File: src/rtl/fetch_stage_q_pkg.sv
// Shared definitions for the instruction-fetch stage: state codes, parameter defaults, helpers.
// Latency: n/a (types and constants only).
// Backpressure: n/a.
`timescale 1ns/1ps
package fetch_stage_q_pkg;

    // Default geometry of the fetch path (16-bit word-addressed core).
    localparam int unsigned DEF_ADDR_W   = 16;
    localparam int unsigned DEF_INST_W   = 16;
    localparam int unsigned DEF_PC_STEP  = 1;
    localparam int unsigned DEF_RESET_PC = 0;
    localparam int unsigned DEF_FQ_DEPTH = 4;

    // Fetch controller states.
    //  IDLE  : one cycle after reset release, nothing issued.
    //  RUN   : normal operation, a read may be issued every cycle.
    //  FLUSH : one bubble cycle after a redirect; any returning read is discarded.
    typedef enum logic [1:0] {
        FETCH_IDLE  = 2'd0,
        FETCH_RUN   = 2'd1,
        FETCH_FLUSH = 2'd2
    } fetch_state_e;

    // True when a new read still fits: queued entries (after this cycle's pop)
    // plus the read already in flight must leave one free slot.
    function automatic logic fq_has_room(input int unsigned occupancy,
                                         input int unsigned depth);
        return occupancy < depth;
    endfunction

endpackage

File: src/rtl/fetch_stage_q_if.sv
// Bundle of the fetch stage's memory-side and decode-side signals.
// Latency: n/a (wires only).
// Backpressure: out_ready_i is the decode-side ready; memory side has none (fixed 1-cycle read).
`timescale 1ns/1ps
interface fetch_stage_q_if
    import fetch_stage_q_pkg::*;
#(
    parameter int unsigned ADDR_W = DEF_ADDR_W,
    parameter int unsigned INST_W = DEF_INST_W
);
    // Control from the pipeline
    logic              fetch_en_i;
    logic              redirect_i;
    logic [ADDR_W-1:0] redirect_pc_i;

    // Instruction memory port
    logic              imem_req_o;
    logic [ADDR_W-1:0] imem_addr_o;
    logic [INST_W-1:0] imem_rdata_i;

    // Decode-facing valid/ready stream
    logic              out_valid_o;
    logic              out_ready_i;
    logic [INST_W-1:0] ir_o;
    logic [ADDR_W-1:0] currpc_o;

    // Fetch stage side
    modport master (
        input  fetch_en_i,
        input  redirect_i,
        input  redirect_pc_i,
        output imem_req_o,
        output imem_addr_o,
        input  imem_rdata_i,
        output out_valid_o,
        input  out_ready_i,
        output ir_o,
        output currpc_o
    );

    // Environment side (pipeline control, memory and decode)
    modport slave (
        output fetch_en_i,
        output redirect_i,
        output redirect_pc_i,
        input  imem_req_o,
        input  imem_addr_o,
        output imem_rdata_i,
        input  out_valid_o,
        output out_ready_i,
        input  ir_o,
        input  currpc_o
    );

endinterface

File: src/rtl/fetch_stage_q_fetch_queue.sv
// Synchronous FIFO holding fetched {ir, pc} pairs; head is visible combinationally.
// Latency: push visible at head the cycle after the write edge.
// Backpressure: push while full is accepted only together with a pop; flush beats push and pop.
`timescale 1ns/1ps
module fetch_queue #(
    parameter int unsigned WIDTH = 32,
    parameter int unsigned DEPTH = 4
) (
    input  logic                   clk_i,
    input  logic                   rst_ni,
    input  logic                   flush_i,
    input  logic                   push_i,
    input  logic [WIDTH-1:0]       push_dat_i,
    input  logic                   pop_i,
    output logic [WIDTH-1:0]       head_dat_o,
    output logic [$clog2(DEPTH):0] count_o,
    output logic                   empty_o
);
    // DEPTH is a power of two, so the pointers wrap naturally.
    localparam int unsigned PTR_W = $clog2(DEPTH);
    localparam int unsigned CNT_W = PTR_W + 1;

    logic [WIDTH-1:0] mem_q [DEPTH];
    logic [PTR_W-1:0] rd_ptr_q;
    logic [PTR_W-1:0] wr_ptr_q;
    logic [CNT_W-1:0] cnt_q;
    logic             full_w;
    logic             do_push;
    logic             do_pop;

    assign empty_o = (cnt_q == '0);
    assign full_w  = (cnt_q == CNT_W'(DEPTH));
    assign do_pop  = pop_i && !empty_o;
    // A full queue can still take a push when the head leaves in the same cycle.
    assign do_push = push_i && (!full_w || do_pop);

    assign head_dat_o = mem_q[rd_ptr_q];
    assign count_o    = cnt_q;

    // Storage array: written on accepted push, contents need no reset.
    always_ff @(posedge clk_i) begin
        if (do_push && !flush_i) begin
            mem_q[wr_ptr_q] <= push_dat_i;
        end
    end

    // Pointer and occupancy bookkeeping; flush empties the queue in one cycle.
    always_ff @(posedge clk_i or negedge rst_ni) begin
        if (!rst_ni) begin
            rd_ptr_q <= '0;
            wr_ptr_q <= '0;
            cnt_q    <= '0;
        end else if (flush_i) begin
            rd_ptr_q <= '0;
            wr_ptr_q <= '0;
            cnt_q    <= '0;
        end else begin
            if (do_push) begin
                wr_ptr_q <= wr_ptr_q + PTR_W'(1);
            end
            if (do_pop) begin
                rd_ptr_q <= rd_ptr_q + PTR_W'(1);
            end
            cnt_q <= cnt_q + CNT_W'(do_push) - CNT_W'(do_pop);
        end
    end

endmodule

File: src/rtl/fetch_stage_q.sv
// Instruction-fetch stage: owns the PC, issues 1-cycle reads and queues {ir, pc} for decode.
// Latency: 2 cycles from imem_req to out_valid; 1 instr/cycle sustained with out_ready high.
// Backpressure: stops issuing when queued + in-flight reads would overflow the queue; PC holds.
`timescale 1ns/1ps
module fetch_stage_q
    import fetch_stage_q_pkg::*;
#(
    parameter int unsigned ADDR_W   = DEF_ADDR_W,
    parameter int unsigned INST_W   = DEF_INST_W,
    parameter int unsigned PC_STEP  = DEF_PC_STEP,
    parameter int unsigned RESET_PC = DEF_RESET_PC,
    parameter int unsigned FQ_DEPTH = DEF_FQ_DEPTH
) (
    input  logic            clk_i,
    input  logic            rst_ni,
    fetch_stage_q_if.master bus
);
    localparam int unsigned CNT_W = $clog2(FQ_DEPTH) + 1;

    typedef struct packed {
        logic [INST_W-1:0] ir;
        logic [ADDR_W-1:0] pc;
    } entry_t;

    // Controller state
    fetch_state_e      state_q;
    logic [ADDR_W-1:0] pc_q;
    logic [ADDR_W-1:0] pc_d;
    logic [ADDR_W-1:0] tag_q;       // address of the read currently in flight
    logic              inflight_q;  // a read was issued last cycle

    // Last instruction handed to decode, shown while the queue is empty
    logic [INST_W-1:0] last_ir_q;
    logic [ADDR_W-1:0] last_pc_q;

    // Queue interface
    entry_t            fq_push_dat;
    entry_t            fq_head;
    logic [CNT_W-1:0]  fq_count;
    logic              fq_empty;
    logic              fq_push;
    logic              fq_pop;
    logic              fq_flush;

    logic              out_vld;
    logic              issue;
    int unsigned       occ_total;

    assign out_vld  = !fq_empty;

    // Redirect takes priority over everything that would touch the queue.
    assign fq_flush = bus.redirect_i;
    assign fq_pop   = out_vld && bus.out_ready_i && !bus.redirect_i;

    // Returning read lands in the queue only in RUN; in FLUSH it belongs to the
    // discarded path.
    assign fq_push        = inflight_q && (state_q == FETCH_RUN) && !bus.redirect_i;
    assign fq_push_dat.ir = bus.imem_rdata_i;
    assign fq_push_dat.pc = tag_q;

    // Slots already claimed: entries left after this cycle's pop plus the read
    // whose data arrives this cycle.
    assign occ_total = 32'(fq_count) - 32'(fq_pop) + 32'(inflight_q);

    // Issue decision is combinational so a freed slot is refilled in the same
    // cycle, which is what keeps the stream gap-free.
    assign issue = (state_q == FETCH_RUN) && bus.fetch_en_i && !bus.redirect_i &&
                   fq_has_room(occ_total, FQ_DEPTH);

    // Sequential PC, wraps silently at 2^ADDR_W.
    assign pc_d = pc_q + ADDR_W'(PC_STEP);

    assign bus.imem_req_o  = issue;
    assign bus.imem_addr_o = pc_q;
    assign bus.out_valid_o = out_vld;
    assign bus.ir_o        = out_vld ? fq_head.ir : last_ir_q;
    assign bus.currpc_o    = out_vld ? fq_head.pc : last_pc_q;

    fetch_queue #(
        .WIDTH ($bits(entry_t)),
        .DEPTH (FQ_DEPTH)
    ) u_fetch_queue (
        .clk_i      (clk_i),
        .rst_ni     (rst_ni),
        .flush_i    (fq_flush),
        .push_i     (fq_push),
        .push_dat_i (fq_push_dat),
        .pop_i      (fq_pop),
        .head_dat_o (fq_head),
        .count_o    (fq_count),
        .empty_o    (fq_empty)
    );

    // Fetch controller: state, PC, in-flight tracking; redirect wins in any state.
    always_ff @(posedge clk_i or negedge rst_ni) begin
        if (!rst_ni) begin
            state_q    <= FETCH_IDLE;
            pc_q       <= ADDR_W'(RESET_PC);
            tag_q      <= '0;
            inflight_q <= 1'b0;
        end else if (bus.redirect_i) begin
            // No read is issued this cycle, and the one returning now is dropped
            // by the queue flush, so nothing is left in flight.
            state_q    <= FETCH_FLUSH;
            pc_q       <= bus.redirect_pc_i;
            inflight_q <= 1'b0;
        end else begin
            inflight_q <= issue;
            case (state_q)
                FETCH_IDLE: begin
                    state_q <= FETCH_RUN;
                end
                FETCH_RUN: begin
                    if (issue) begin
                        tag_q <= pc_q;
                        pc_q  <= pc_d;
                    end
                end
                FETCH_FLUSH: begin
                    state_q <= FETCH_RUN;
                end
                default: begin
                    state_q <= FETCH_IDLE;
                end
            endcase
        end
    end

    // Remember the most recently accepted instruction so ir/currpc stay stable
    // (and X-free) while the queue is empty.
    always_ff @(posedge clk_i or negedge rst_ni) begin
        if (!rst_ni) begin
            last_ir_q <= '0;
            last_pc_q <= '0;
        end else if (fq_pop) begin
            last_ir_q <= fq_head.ir;
            last_pc_q <= fq_head.pc;
        end
    end

endmodule

File: src/flat_wrapper.sv
// flat-port wrapper written by rule: the top's interface ports become plain ports
module fetch_stage_q_flat import fetch_stage_q_pkg::*;
#(
    parameter int unsigned ADDR_W   = DEF_ADDR_W,
    parameter int unsigned INST_W   = DEF_INST_W,
    parameter int unsigned PC_STEP  = DEF_PC_STEP,
    parameter int unsigned RESET_PC = DEF_RESET_PC,
    parameter int unsigned FQ_DEPTH = DEF_FQ_DEPTH
)
  (clk_i, rst_ni, bus_fetch_en_i, bus_redirect_i, bus_redirect_pc_i, bus_imem_req_o, bus_imem_addr_o, bus_imem_rdata_i, bus_out_valid_o, bus_out_ready_i, bus_ir_o, bus_currpc_o);
  fetch_stage_q_if #(.ADDR_W(ADDR_W), .INST_W(INST_W)) bus_i ();
  input  logic clk_i;
  input  logic rst_ni;
  input wire logic [$bits(bus_i.fetch_en_i)-1:0] bus_fetch_en_i;
  input wire logic [$bits(bus_i.redirect_i)-1:0] bus_redirect_i;
  input wire logic [$bits(bus_i.redirect_pc_i)-1:0] bus_redirect_pc_i;
  output wire logic [$bits(bus_i.imem_req_o)-1:0] bus_imem_req_o;
  output wire logic [$bits(bus_i.imem_addr_o)-1:0] bus_imem_addr_o;
  input wire logic [$bits(bus_i.imem_rdata_i)-1:0] bus_imem_rdata_i;
  output wire logic [$bits(bus_i.out_valid_o)-1:0] bus_out_valid_o;
  input wire logic [$bits(bus_i.out_ready_i)-1:0] bus_out_ready_i;
  output wire logic [$bits(bus_i.ir_o)-1:0] bus_ir_o;
  output wire logic [$bits(bus_i.currpc_o)-1:0] bus_currpc_o;
  assign bus_i.fetch_en_i = bus_fetch_en_i;
  assign bus_i.redirect_i = bus_redirect_i;
  assign bus_i.redirect_pc_i = bus_redirect_pc_i;
  assign bus_imem_req_o = bus_i.imem_req_o;
  assign bus_imem_addr_o = bus_i.imem_addr_o;
  assign bus_i.imem_rdata_i = bus_imem_rdata_i;
  assign bus_out_valid_o = bus_i.out_valid_o;
  assign bus_i.out_ready_i = bus_out_ready_i;
  assign bus_ir_o = bus_i.ir_o;
  assign bus_currpc_o = bus_i.currpc_o;
  fetch_stage_q #(.ADDR_W(ADDR_W), .INST_W(INST_W), .PC_STEP(PC_STEP), .RESET_PC(RESET_PC), .FQ_DEPTH(FQ_DEPTH)) u_core (.clk_i(clk_i), .rst_ni(rst_ni), .bus(bus_i));
endmodule
File: config.mk
export PLATFORM = sky130hd
export DESIGN_NAME = fetch_stage_q_flat
export DESIGN_NICKNAME = d
export VERILOG_FILES = /design/src/rtl/fetch_stage_q_pkg.sv /design/src/rtl/fetch_stage_q_if.sv /design/src/rtl/fetch_stage_q_fetch_queue.sv /design/src/rtl/fetch_stage_q.sv /design/src/flat_wrapper.sv
export SDC_FILE = /design/constraint.sdc
export NUM_CORES = 1
export LEC_CHECK = 0
export BUFFER_PORTS_ARGS = -buffer_cell sky130_fd_sc_hd__buf_2
export CELL_PAD_IN_SITES_DETAIL_PLACEMENT = 1
export CELL_PAD_IN_SITES_GLOBAL_PLACEMENT = 2
export CORE_AREA = 5 5 141 143
export DETAILED_ROUTE_END_ITERATION = 8
export DIE_AREA = 0 0 146 148
export PLACE_DENSITY = 0.84
export RECOVER_POWER = 50
export SLEW_MARGIN = 20
export SYNTH_ARGS = -nofsm -noshare
export SYNTH_HDL_FRONTEND = slang
export SYNTH_SLANG_ARGS = --single-unit
export TNS_END_PERCENT = 1
File: constraint.sdc
create_clock -name clk_i -period 5.9 [get_ports clk_i]
set_clock_uncertainty 0.2 [all_clocks]
set_input_delay 0.295 -clock clk_i [delete_from_list [all_inputs] [get_ports clk_i]]
set_output_delay 0.295 -clock clk_i [all_outputs]
set_load 0.02 [all_outputs]
==> flow_metrics.py, run 1 <==
metrics = {
    "cts": {
        "cts_buffers": 22,
        "cts_root_buf": "clkbuf_16",
        "path_clk_slew_ns": 0.06,
        "ctsHtreeMaxLevel": 1,
        "cts_setup_buffers": 0,
        "cts_tree": "built",
        "cts_resized": 0,
        "clk_path_buf_depth": 3,
        "clock_sinks": 202,
        "clkLatencyLatePin_ns": 0.50,
    },
    "power_and_ir_drop": {
        "power.density_nw_per_um2": 445.3,
        "p_leak_nw": 3.791,
        "peakVddDrop_mv": 0.2013,
    },
    "final_layout": {
        "diodes": 0,
        "fin_area_um2": 10130,
        "fin_nets": 684,
        "drive_above_1_share_pct": 31.12,
        "finalNonFillerCells": 883,
        "num-fill-cells": 1761,
        "area.growth.synth_to_final_pct": 19.84,
    },
    "synthesis": {
        "synthesis.area_um2": 8452,
        "ys_types": 47,
        "synth_seq_cells": 202,
        "synth_edf_count": 128,
        "async_flop_share_pct": 36.63,
        "syn-num-nets": 558,
        "syn_area_per_cell_um2": 16.67,
        "ys_warn_count": 0,
        "ys.flop_type": "edfxtp_1",
        "ys_seq_area_share_pct": 67.39,
        "netlist_instances": 507,
    },
    "sta": {
        "hold_viol": 0,
        "slew_headroom_pct": -86.65,
        "rsz0062_at_grt": "false",
        "setup_viol": 0,
        "drv_slew": 33,
        "fin_hold_ws_ns": 0.1882,
        "fin_crit_ns": 4.898,
        "worst_pin_slew_ns": 2.800,
        "fmax_mhz": 204.2,
        "fin_crit_sh_pct": 83.02,
        "tns_ns": 0,
    },
    "routing": {
        "route.vias.total": 4806,
        "drt_drc_violations_left": 0,
        "drt-met1-wl_mm": 7.845,
        "top_layer": "met4",
        "drtIter0Drc": 203,
        "dr_wl_met3_um": 675,
        "wl_per_cell_um": 20.03,
        "drtAntennaViolNets": 0,
        "wl_met2_mm": 8.894,
        "vias_per_cell": 5.443,
        "first_pass_iters": 4,
        "wl_mm": 17.69,
    },
    "floorplanning": {
        "die_w_um": 146,
        "ioPinCount": 87,
        "rows": 50,
        "initial_utilization_pct": 45.80,
        "fp.dieArea_um2": 21610,
        "core_um2": 18460,
        "die_y_um": 148,
    },
    "grt": {
        "grt_pass1_vias": 5433,
        "globalRouteOverflowTotal": 0,
        "grt_max_degree": 75,
        "antenna_found_initial": 0,
        "grt_pass1_wl_mm": 29.45,
        "grtUsageTotal_pct": 16.81,
    },
    "worst_setup_path": {
        "path_class": "input port to primary output",
        "critPathRequiredTime_ns": 5.41,
        "r2r_slack_ns": 1.92,
        "cp.arrival_ns": 4.40,
        "cp-end-kind": "primary output",
        "startpoint_type": "input port",
        "crit_fanout": 40,
    },
    "status": {
        "status": "finished, violations left",
        "violations": "max-capacitance violations, max-slew violations",
    },
    "placed_design": {
        "place_inst": 809,
        "post-dp-hpwl_mm": 10.99,
        "numPortBuffers": 86,
        "place_congestion": 0.7519,
        "place_area_um2": 9117,
    },
    "hold_path": {
        "hp-class": "input port to asynchronous set/reset pin",
    },
    "job": {
        "max_cap_violations": 1,
    },
}
==> critical path, stage by stage <==
cell and delay (ns):
clkbuf_1 0.97, nand2b_1 0.29, a31oi_4 0.05, ha_1 0.21, ha_1 0.28, nor3b_2 0.24, nand2b_1 0.15, nand2b_1 0.17
ha_1 0.27, nor4b_2 0.19, nand4_1 0.17, or2_4 0.46, inv_2 0.39, buf_2 0.25
==> cell usage after synthesis (3+ instances only) <==
library cell / instances / area share (%)
nor3_1: 5 / 0.30
nand3_1: 8 / 0.47
nor2b_1: 3 / 0.22
nand2b_1: 5 / 0.37
mux4_2: 32 / 8.5
mux2_2: 64 / 8.5
clkbuf_1: 10 / 0.44
a221o_1: 9 / 1.1
buf_4: 4 / 0.36
edfxtp_1: 128 / 45
a22oi_1: 3 / 0.27
ha_1: 13 / 1.9
and2_1: 5 / 0.37
buf_2: 9 / 0.53
xor2_1: 3 / 0.31
and3_1: 3 / 0.22
nand2_1: 52 / 2.3
o21ai_1: 14 / 0.83
xnor2_1: 4 / 0.41
nor3b_1: 3 / 0.27
nor4_2: 4 / 0.59
inv_1: 11 / 0.49
a21bo_1: 3 / 0.36
nor2_1: 10 / 0.44
dfrtp_1: 74 / 22
==> cells in the final DEF (no fill, tap or decap), drive strengths merged, types with 4 or more instances in the layout <==
| master | netlist | final |
|---|---|---|
| nor3b | 4 | 4 |
| clkbuf | 10 | 69 |
| buf | 15 | 59 |
| ha | 13 | 13 |
| nand2 | 53 | 53 |
| dlygate4sd3 | 0 | 34 |
| nor3 | 5 | 5 |
| nor2 | 10 | 10 |
| edfxtp | 128 | 128 |
| dfrtp | 74 | 74 |
| nand3 | 8 | 8 |
| o21ai | 16 | 16 |
| a21bo | 5 | 5 |
| inv | 12 | 12 |
| mux2 | 64 | 64 |
| xnor2 | 4 | 4 |
| nor4 | 5 | 5 |
| mux4 | 32 | 32 |
| a221o | 9 | 9 |
| nand2b | 5 | 5 |
| and2 | 5 | 5 |
==> where the power goes <==
part | switching (W) | leakage [nW] | total, W | internal, W
clock | 0.000518 | 0.343 | 0.00132 | 0.000799
combinational | 0.000699 | 1.37 | 0.00130 | 0.000597
sequential | 0.000155 | 2.08 | 0.00190 | 0.00174
==> through the flow <==
stage | setup WS [ns] | total power (W) | util [%]
global placement | 1.725 | 0.003155 | 49.40
detailed placement | 1.543 | 0.003215 | 49.40
finish | 1.002 | 0.004510 | 54.88
CTS | 1.351 | 0.004572 | 55.11
global route | 0.7454 | 0.004752 | 54.88
floorplan | 2.167 | 0.002809 | -
==> cell type report <==
type,instances,area (um2),area share [%]
clock buffer,35,649.4,6.411
clock inverter,5,62.56,0.6177
inverter,12,45.04,0.4447
multi-input combinational,268,2597,25.65
sequential,202,5697,56.24
tap,234,292.8,2.891
timing repair buffer,127,784.5,7.745
==> registers in the layout, indices dropped and copies added (netlist names) <==
register,flops
u_core.bus.imem_addr_o,16
u_core.inflight_q,1
u_core.last_ir_q,16
u_core.last_pc_q,16
u_core.state_q,2
u_core.tag_q,16
u_core.u_fetch_queue.count_o,3
u_core.u_fetch_queue.mem_q,128
u_core.u_fetch_queue.rd_ptr_q,2
u_core.u_fetch_queue.wr_ptr_q,2
==> per-layer routing <==
metal	up-vias	track usage (%)
met5	-	0
met4	0	3.010
met3	24	2.912
met2	103	29.82
met1	2495	22.20
li1	2184	-
==> repair_timing <==
item | CTS | global route
hold buffers | 34 | 0
endpoints found under the hold margin | 155 | 0
setup endpoints to repair | 0 | 0
==> cells by family (layout without fill, tap and decap cells) <==
family                   after synthesis  after routing  share of synthesized area, %
AO/OA/AOI/OAI                         45             45                         4.041
XOR/XNOR                               7              7                        0.7254
adder cells (fa/ha/maj)               14             14                         2.161
buffers and inverters                 37            179                         2.043
flip-flops                           202            202                         67.39
multiplexers                          97             97                         17.17
AND/OR/NAND/NOR                      105            105                         6.469
==> final timing paths <==
check / endpoint / depth (start not counted) / start
setup / recovery: bus_imem_req_o / 14 / bus_redirect_i
max in group asynchronous: u_core.u_fetch_queue.rd_ptr_q[0] / 2 / rst_ni
hold / removal: u_core.last_ir_q[5] / 2 / rst_ni
setup reg to reg: u_core.bus.imem_addr_o[9] / 14 / u_core.u_fetch_queue.count_o[1]
hold reg to reg: u_core.state_q[0] / 1 / u_core.state_q[0]
min in group clk_i: u_core.state_q[0] / 1 / u_core.state_q[0]
(Power assumes the default switching activity.)
==> run 2: changes to the inputs <==
--- a/config.mk
+++ b/config.mk
@@ -8,10 +8,10 @@
 export BUFFER_PORTS_ARGS = -buffer_cell sky130_fd_sc_hd__buf_2
 export CELL_PAD_IN_SITES_DETAIL_PLACEMENT = 1
 export CELL_PAD_IN_SITES_GLOBAL_PLACEMENT = 2
-export CORE_AREA = 5 5 141 143
+export CORE_AREA = 5 5 147 149
 export DETAILED_ROUTE_END_ITERATION = 8
-export DIE_AREA = 0 0 146 148
-export PLACE_DENSITY = 0.84
+export DIE_AREA = 0 0 152 154
+export PLACE_DENSITY = 0.78
 export RECOVER_POWER = 50
 export SLEW_MARGIN = 20
 export SYNTH_ARGS = -nofsm -noshare
==> constraint.sdc (replaced) <==
create_clock -name clk_i -period 4.98 [get_ports clk_i]
set_clock_uncertainty 0.2 [all_clocks]
set_input_delay 0.249 -clock clk_i [delete_from_list [all_inputs] [get_ports clk_i]]
set_output_delay 0.249 -clock clk_i [all_outputs]
set_load 0.02 [all_outputs]
==> flow_metrics.py, run 2 (same netlist as run 1, synthesis figures left out) <==
metrics = {
    "status": {
        "status": "finished, violations left",
        "violations": "max-capacitance violations, max-slew violations",
    },
    "floorplanning": {
        "ioPinCount": 87,
        "fp.dieArea_um2": 23410,
        "initial_utilization_pct": 42.18,
        "die_w_um": 152,
        "core_um2": 20040,
        "die_y_um": 154,
        "rows": 52,
    },
    "routing": {
        "vias_per_cell": 5.157,
        "drtAntennaViolNets": 0,
        "drtIter0Drc": 188,
        "first_pass_iters": 5,
        "drt_drc_violations_left": 0,
        "wl_per_cell_um": 19.36,
        "wl_mm": 17.73,
        "route.vias.total": 4724,
    },
    "power_and_ir_drop": {
        "peakVddDrop_mv": 0.2171,
        "power.density_nw_per_um2": 524.9,
        "finalPower_w": 0.005343,
        "p_leak_nw": 3.796,
    },
    "final_layout": {
        "area.growth.synth_to_final_pct": 20.44,
        "fin_area_um2": 10180,
        "layout_common_cells": "edfxtp_1 (128), dfrtp_1 (73), mux2_2 (64)",
        "largest_reg_flops": 128,
        "fin_nets": 681,
        "layout_commonest_cell": "edfxtp_1",
        "drive_above_1_share_pct": 32.20,
        "num-fill-cells": 2010,
        "regMostFlops": "u_core.u_fetch_queue.mem_q",
        "diodes": 0,
        "finalNonFillerCells": 916,
    },
    "sta": {
        "drv_slew": 35,
        "tns_ns": 0,
        "rsz0062_at_grt": "false",
        "fin_crit_sh_pct": 90.93,
        "worst_pin_slew_ns": 2.166,
        "fmax_mhz": 220.8,
        "setup_viol": 0,
        "hold_viol": 0,
        "slew_headroom_pct": -44.42,
        "fin_crit_ns": 4.528,
    },
    "grt": {
        "met3_usage_pct": 2.754,
        "gr-usage-met2_pct": 27.24,
        "globalRouteOverflowTotal": 0,
        "grt_pass1_wl_mm": 29.28,
        "grt_max_degree": 75,
        "antenna_found_initial": 0,
        "use_met1_pct": 20.25,
        "grtUsageTotal_pct": 15.46,
        "grt_pass1_vias": 5301,
        "busiest_layer": "met2",
    },
    "worst_setup_path": {
        "rr_worst_depth": 8,
        "cp.arrival_ns": 4.08,
        "cp-end-kind": "primary output",
        "critPathRequiredTime_ns": 4.53,
        "crit_path_end": "bus_imem_req_o",
        "r2r_slack_ns": 1.14,
        "startpoint_type": "input port",
        "crit_fanout": 40,
        "r2r_start": "u_core.u_fetch_queue.count_o[1]",
        "cp-startpoint": "bus_redirect_i",
        "path_class": "input port to primary output",
        "reg2reg_to": "u_core.u_fetch_queue.count_o[2]",
    },
    "cts": {
        "path_clk_slew_ns": 0.06,
        "cts_root_buf": "clkbuf_16",
        "ctsHtreeMaxLevel": 1,
        "clkLatencyLatePin_ns": 0.48,
        "cts_buffers": 22,
        "cts_tree": "built",
        "cts_setup_buffers": 0,
        "clk_path_buf_depth": 3,
        "clock_sinks": 202,
    },
    "job": {
        "max_cap_violations": 1,
    },
    "placed_design": {
        "place_congestion": 0.6819,
        "numPortBuffers": 86,
        "place_area_um2": 9138,
        "post-dp-hpwl_mm": 11.22,
        "place_inst": 841,
    },
    "hold_path": {
        "hp-class": "input port to asynchronous set/reset pin",
    },
}
[run 2: power by group]
group | switching (W) | internal (W)
sequential | 0.000217 | 0.00206
clock | 0.000618 | 0.000950
combinational | 0.000793 | 0.000703
total | 0.00163 | 0.00372
[run 2: how the worst min path moves through the flow]
stage                                      to  cells after the start
global placement            u_core.state_q[0]                      1
finish                    u_core.last_ir_q[1]                      2
global route              u_core.last_ir_q[8]                      2
CTS                         u_core.state_q[0]                      1
detailed placement          u_core.state_q[0]                      1
floorplan           u_core.bus.imem_addr_o[0]                      0
[run 2: per-layer routing]
| metal | routed length (um) | vias to the layer above |
|---|---|---|
| met5 | 0 | - |
| met4 | 244 | 0 |
| met3 | 788 | 27 |
| met2 | 9047 | 123 |
| met1 | 7652 | 2399 |
| li1 | - | 2175 |
[run 2: worst max-delay path: stages]
cell	delay, ns
dlygate4sd3_1	0.53
clkbuf_4	0.28
nand2b_1	0.27
a31oi_4	0.17
ha_1	0.19
ha_1	0.24
nor3b_2	0.26
nand2b_1	0.14
nand2b_1	0.16
ha_1	0.27
nor4b_2	0.18
nand4_1	0.16
or2_4	0.46
inv_4	0.29
buf_2	0.22
[run 2: repair_timing]
action	CTS	global route
endpoints found under the hold margin	157	0
gates resized for setup	0	3
hold buffers	35	0
endpoints found under the setup margin	0	1
[run 2: final cells by class]
cell class	count	area (um2)	area share [%]
Sequential cell	202	5697	55.96
Multi-Input combinational cell	268	2603	25.57
Timing Repair Buffer	124	768.2	7.547
Clock buffer	33	683.2	6.711
Tap cell	270	337.8	3.319
Inverter	12	47.55	0.4671
Clock inverter	7	43.79	0.4302
[run 2: stage by stage]
stage          util, %  setup slack [ns]  hold slack, ns
3_3_place_gp     45.60            0.9089          0.2245
5_1_grt          50.80            0.1198          0.2413
3_5_place_dp     45.60            0.6854          0.2372
2_1_floorplan        -             1.335         -0.2466
4_1_cts          50.97            0.1698          0.2449
6_report         50.80            0.4515          0.1699
==> run 3: changes to the inputs <==
--- a/config.mk
+++ b/config.mk
@@ -11,7 +11,7 @@
 export CORE_AREA = 5 5 147 149
 export DETAILED_ROUTE_END_ITERATION = 8
 export DIE_AREA = 0 0 152 154
-export PLACE_DENSITY = 0.78
+export PLACE_DENSITY_LB_ADDON = 0.1
 export RECOVER_POWER = 50
 export SLEW_MARGIN = 20
 export SYNTH_ARGS = -nofsm -noshare
==> flow_metrics.py, run 3 (same netlist as run 1, synthesis figures left out) <==
metrics = {
    "routing": {
        "drtIter0Drc": 201,
        "route.vias.total": 4768,
        "drtAntennaViolNets": 0,
        "drt_drc_violations_left": 0,
        "wl_mm": 17.65,
        "vias_per_cell": 5.200,
        "wl_per_cell_um": 19.24,
        "first_pass_iters": 4,
    },
    "final_layout": {
        "diodes": 0,
        "fin_area_um2": 10180,
        "num-fill-cells": 1991,
        "regMostFlops": "u_core.u_fetch_queue.mem_q",
        "post-route-util_pct": 50.82,
        "layout_common_cells": "edfxtp_1 (128), dfrtp_1 (73), mux2_2 (64)",
        "fin_nets": 682,
        "drive_above_1_share_pct": 31.84,
        "seqCellArea_um2": 5697,
        "area.growth.synth_to_final_pct": 20.50,
        "layout_commonest_cell": "edfxtp_1",
        "multi_input_area_um2": 2603,
        "largest_reg_flops": 128,
    },
    "status": {
        "status": "finished, violations left",
        "violations": "max-capacitance violations, max-slew violations",
    },
    "power_and_ir_drop": {
        "p_int_w": 0.003725,
        "switching_share_pct": 30.60,
        "pwr-share-seq_pct": 42.3,
        "power.density_nw_per_um2": 527.0,
        "peakVddDrop_mv": 0.2541,
        "power_switching_w": 0.001643,
        "pwr-share-comb_pct": 27.8,
        "p_leak_nw": 3.782,
        "power.share.clock_pct": 29.9,
    },
    "sta": {
        "drv_slew": 61,
        "hold_viol": 0,
        "worst_pin_slew_ns": 2.328,
        "fin_crit_ns": 4.582,
        "tns_ns": 0,
        "fmax_mhz": 218.2,
        "setup_viol": 0,
        "rsz0062_at_grt": "false",
        "fin_hold_ws_ns": 0.2437,
        "finalWorstSetupSlack_ns": 0.3976,
        "fin_crit_sh_pct": 92.02,
        "slew_headroom_pct": -55.19,
    },
    "grt": {
        "grt_pass1_wl_mm": 28.79,
        "globalRouteOverflowTotal": 0,
        "grt_max_degree": 51,
        "grt_pass1_vias": 5302,
        "antenna_found_initial": 0,
        "grtUsageTotal_pct": 15.15,
    },
    "floorplanning": {
        "die_w_um": 152,
        "initial_utilization_pct": 42.18,
        "die_y_um": 154,
        "fp.dieArea_um2": 23410,
        "rows": 52,
        "ioPinCount": 87,
        "core_um2": 20040,
    },
    "cts": {
        "cts_root_buf": "clkbuf_16",
        "clk_path_buf_depth": 3,
        "cts_setup_buffers": 0,
        "path_clk_slew_ns": 0.05,
        "clkLatencyLatePin_ns": 0.50,
        "cts_tree": "built",
        "ctsHtreeMaxLevel": 1,
        "clock_sinks": 202,
        "cts_buffers": 22,
    },
    "worst_setup_path": {
        "crit_path_top_delay_cell": "dlygate4sd3_1",
        "crit_fanout": 40,
        "path_class": "input port to primary output",
        "critPathRequiredTime_ns": 4.53,
        "startpoint_type": "input port",
        "crit_buf_inv": 4,
        "crit_family": "simple AND/OR/NAND/NOR gates",
        "max_stage_delay_ns": 0.53,
        "cp-end-kind": "primary output",
        "crit_chain": "dlygate4sd3_1, clkbuf_4, nand2b_1, a31oi_4, ha_1, ha_1, nor3b_2, nand2b_1, nand2b_1, ha_1, nor4b_2, nand4_1, or2_4, inv_4, buf_2",
        "cp.arrival_ns": 4.13,
    },
    "hold_path": {
        "hp-class": "flop to flop",
    },
    "placed_design": {
        "post-dp-hpwl_mm": 10.72,
        "dp_slack_ns": 0.6456,
        "place_area_um2": 9145,
        "place_congestion": 0.7084,
        "numPortBuffers": 86,
    },
    "job": {
        "max_cap_violations": 2,
    },
}
run 3: cell count changes in the layout (fill, tap and decap cells not counted), sizes merged:
cell and delta:
buf -1, bufinv +1, clkbuf -1, clkinvlp +3, inv -1
run 3: metrics by stage:
step	total power, W	std cells
2_1_floorplan	0.003328	507
3_3_place_gp	0.003763	842
3_5_place_dp	0.003813	842
4_1_cts	0.005462	917
5_1_grt	0.005652	917
6_report	0.005367	917
run 3: area by class of cell:
| cell class | instances | share of cell area [%] |
|---|---|---|
| clock buffers | 30 | 6.302 |
| inverters | 12 | 0.4668 |
| repair buffers | 125 | 7.518 |
| multi-input cells | 268 | 25.55 |
| flip-flops and latches | 202 | 55.93 |
| clock inverters | 10 | 0.9091 |
| well taps | 270 | 3.317 |
run 3: metal layers:
| layer | GRT usage (%) | vias to the layer above | share of wire (%) | routed length (um) |
|---|---|---|---|---|
| met3 | 2.670 | 23 | 4.3 | 765 |
| met4 | 3.938 | 0 | 1.7 | 298 |
| li1 | - | 2187 | - | - |
| met2 | 25.70 | 109 | 49 | 8703 |
| met5 | 0 | - | 0 | 0 |
| met1 | 20.36 | 2449 | 45 | 7878 |
run 3: worst paths after layout:
check / to / startpoint / cells past startpoint / slack (ns)
min: u_core.state_q[0] / u_core.state_q[0] / 1 / 0.24
max: bus_imem_req_o / bus_redirect_i / 15 / 0.40
max reg2reg: u_core.u_fetch_queue.count_o[1] / u_core.u_fetch_queue.count_o[2] / 8 / 1.08
max in group asynchronous: u_core.u_fetch_queue.rd_ptr_q[0] / rst_ni / 3 / 1.91
min in group asynchronous: u_core.last_ir_q[12] / rst_ni / 2 / 0.53
min reg2reg: u_core.state_q[0] / u_core.state_q[0] / 1 / 0.24
run 3: what timing repair did:
item / CTS / global route
gates resized for setup: 0 / 3
hold endpoints to repair: 107 / 0
setup endpoints to repair: 0 / 1
hold buffers: 35 / 0
run 3: power groups by stage:
stage	clock [W]	combinational, W	sequential [W]
after detailed placement	0	0.00150	0.00231
after CTS	0.00165	0.00153	0.00228
final	0.00161	0.00149	0.00227
after floorplan	0	0.00110	0.00222
after global placement	0	0.00148	0.00228
after global routing	0.00173	0.00162	0.00231
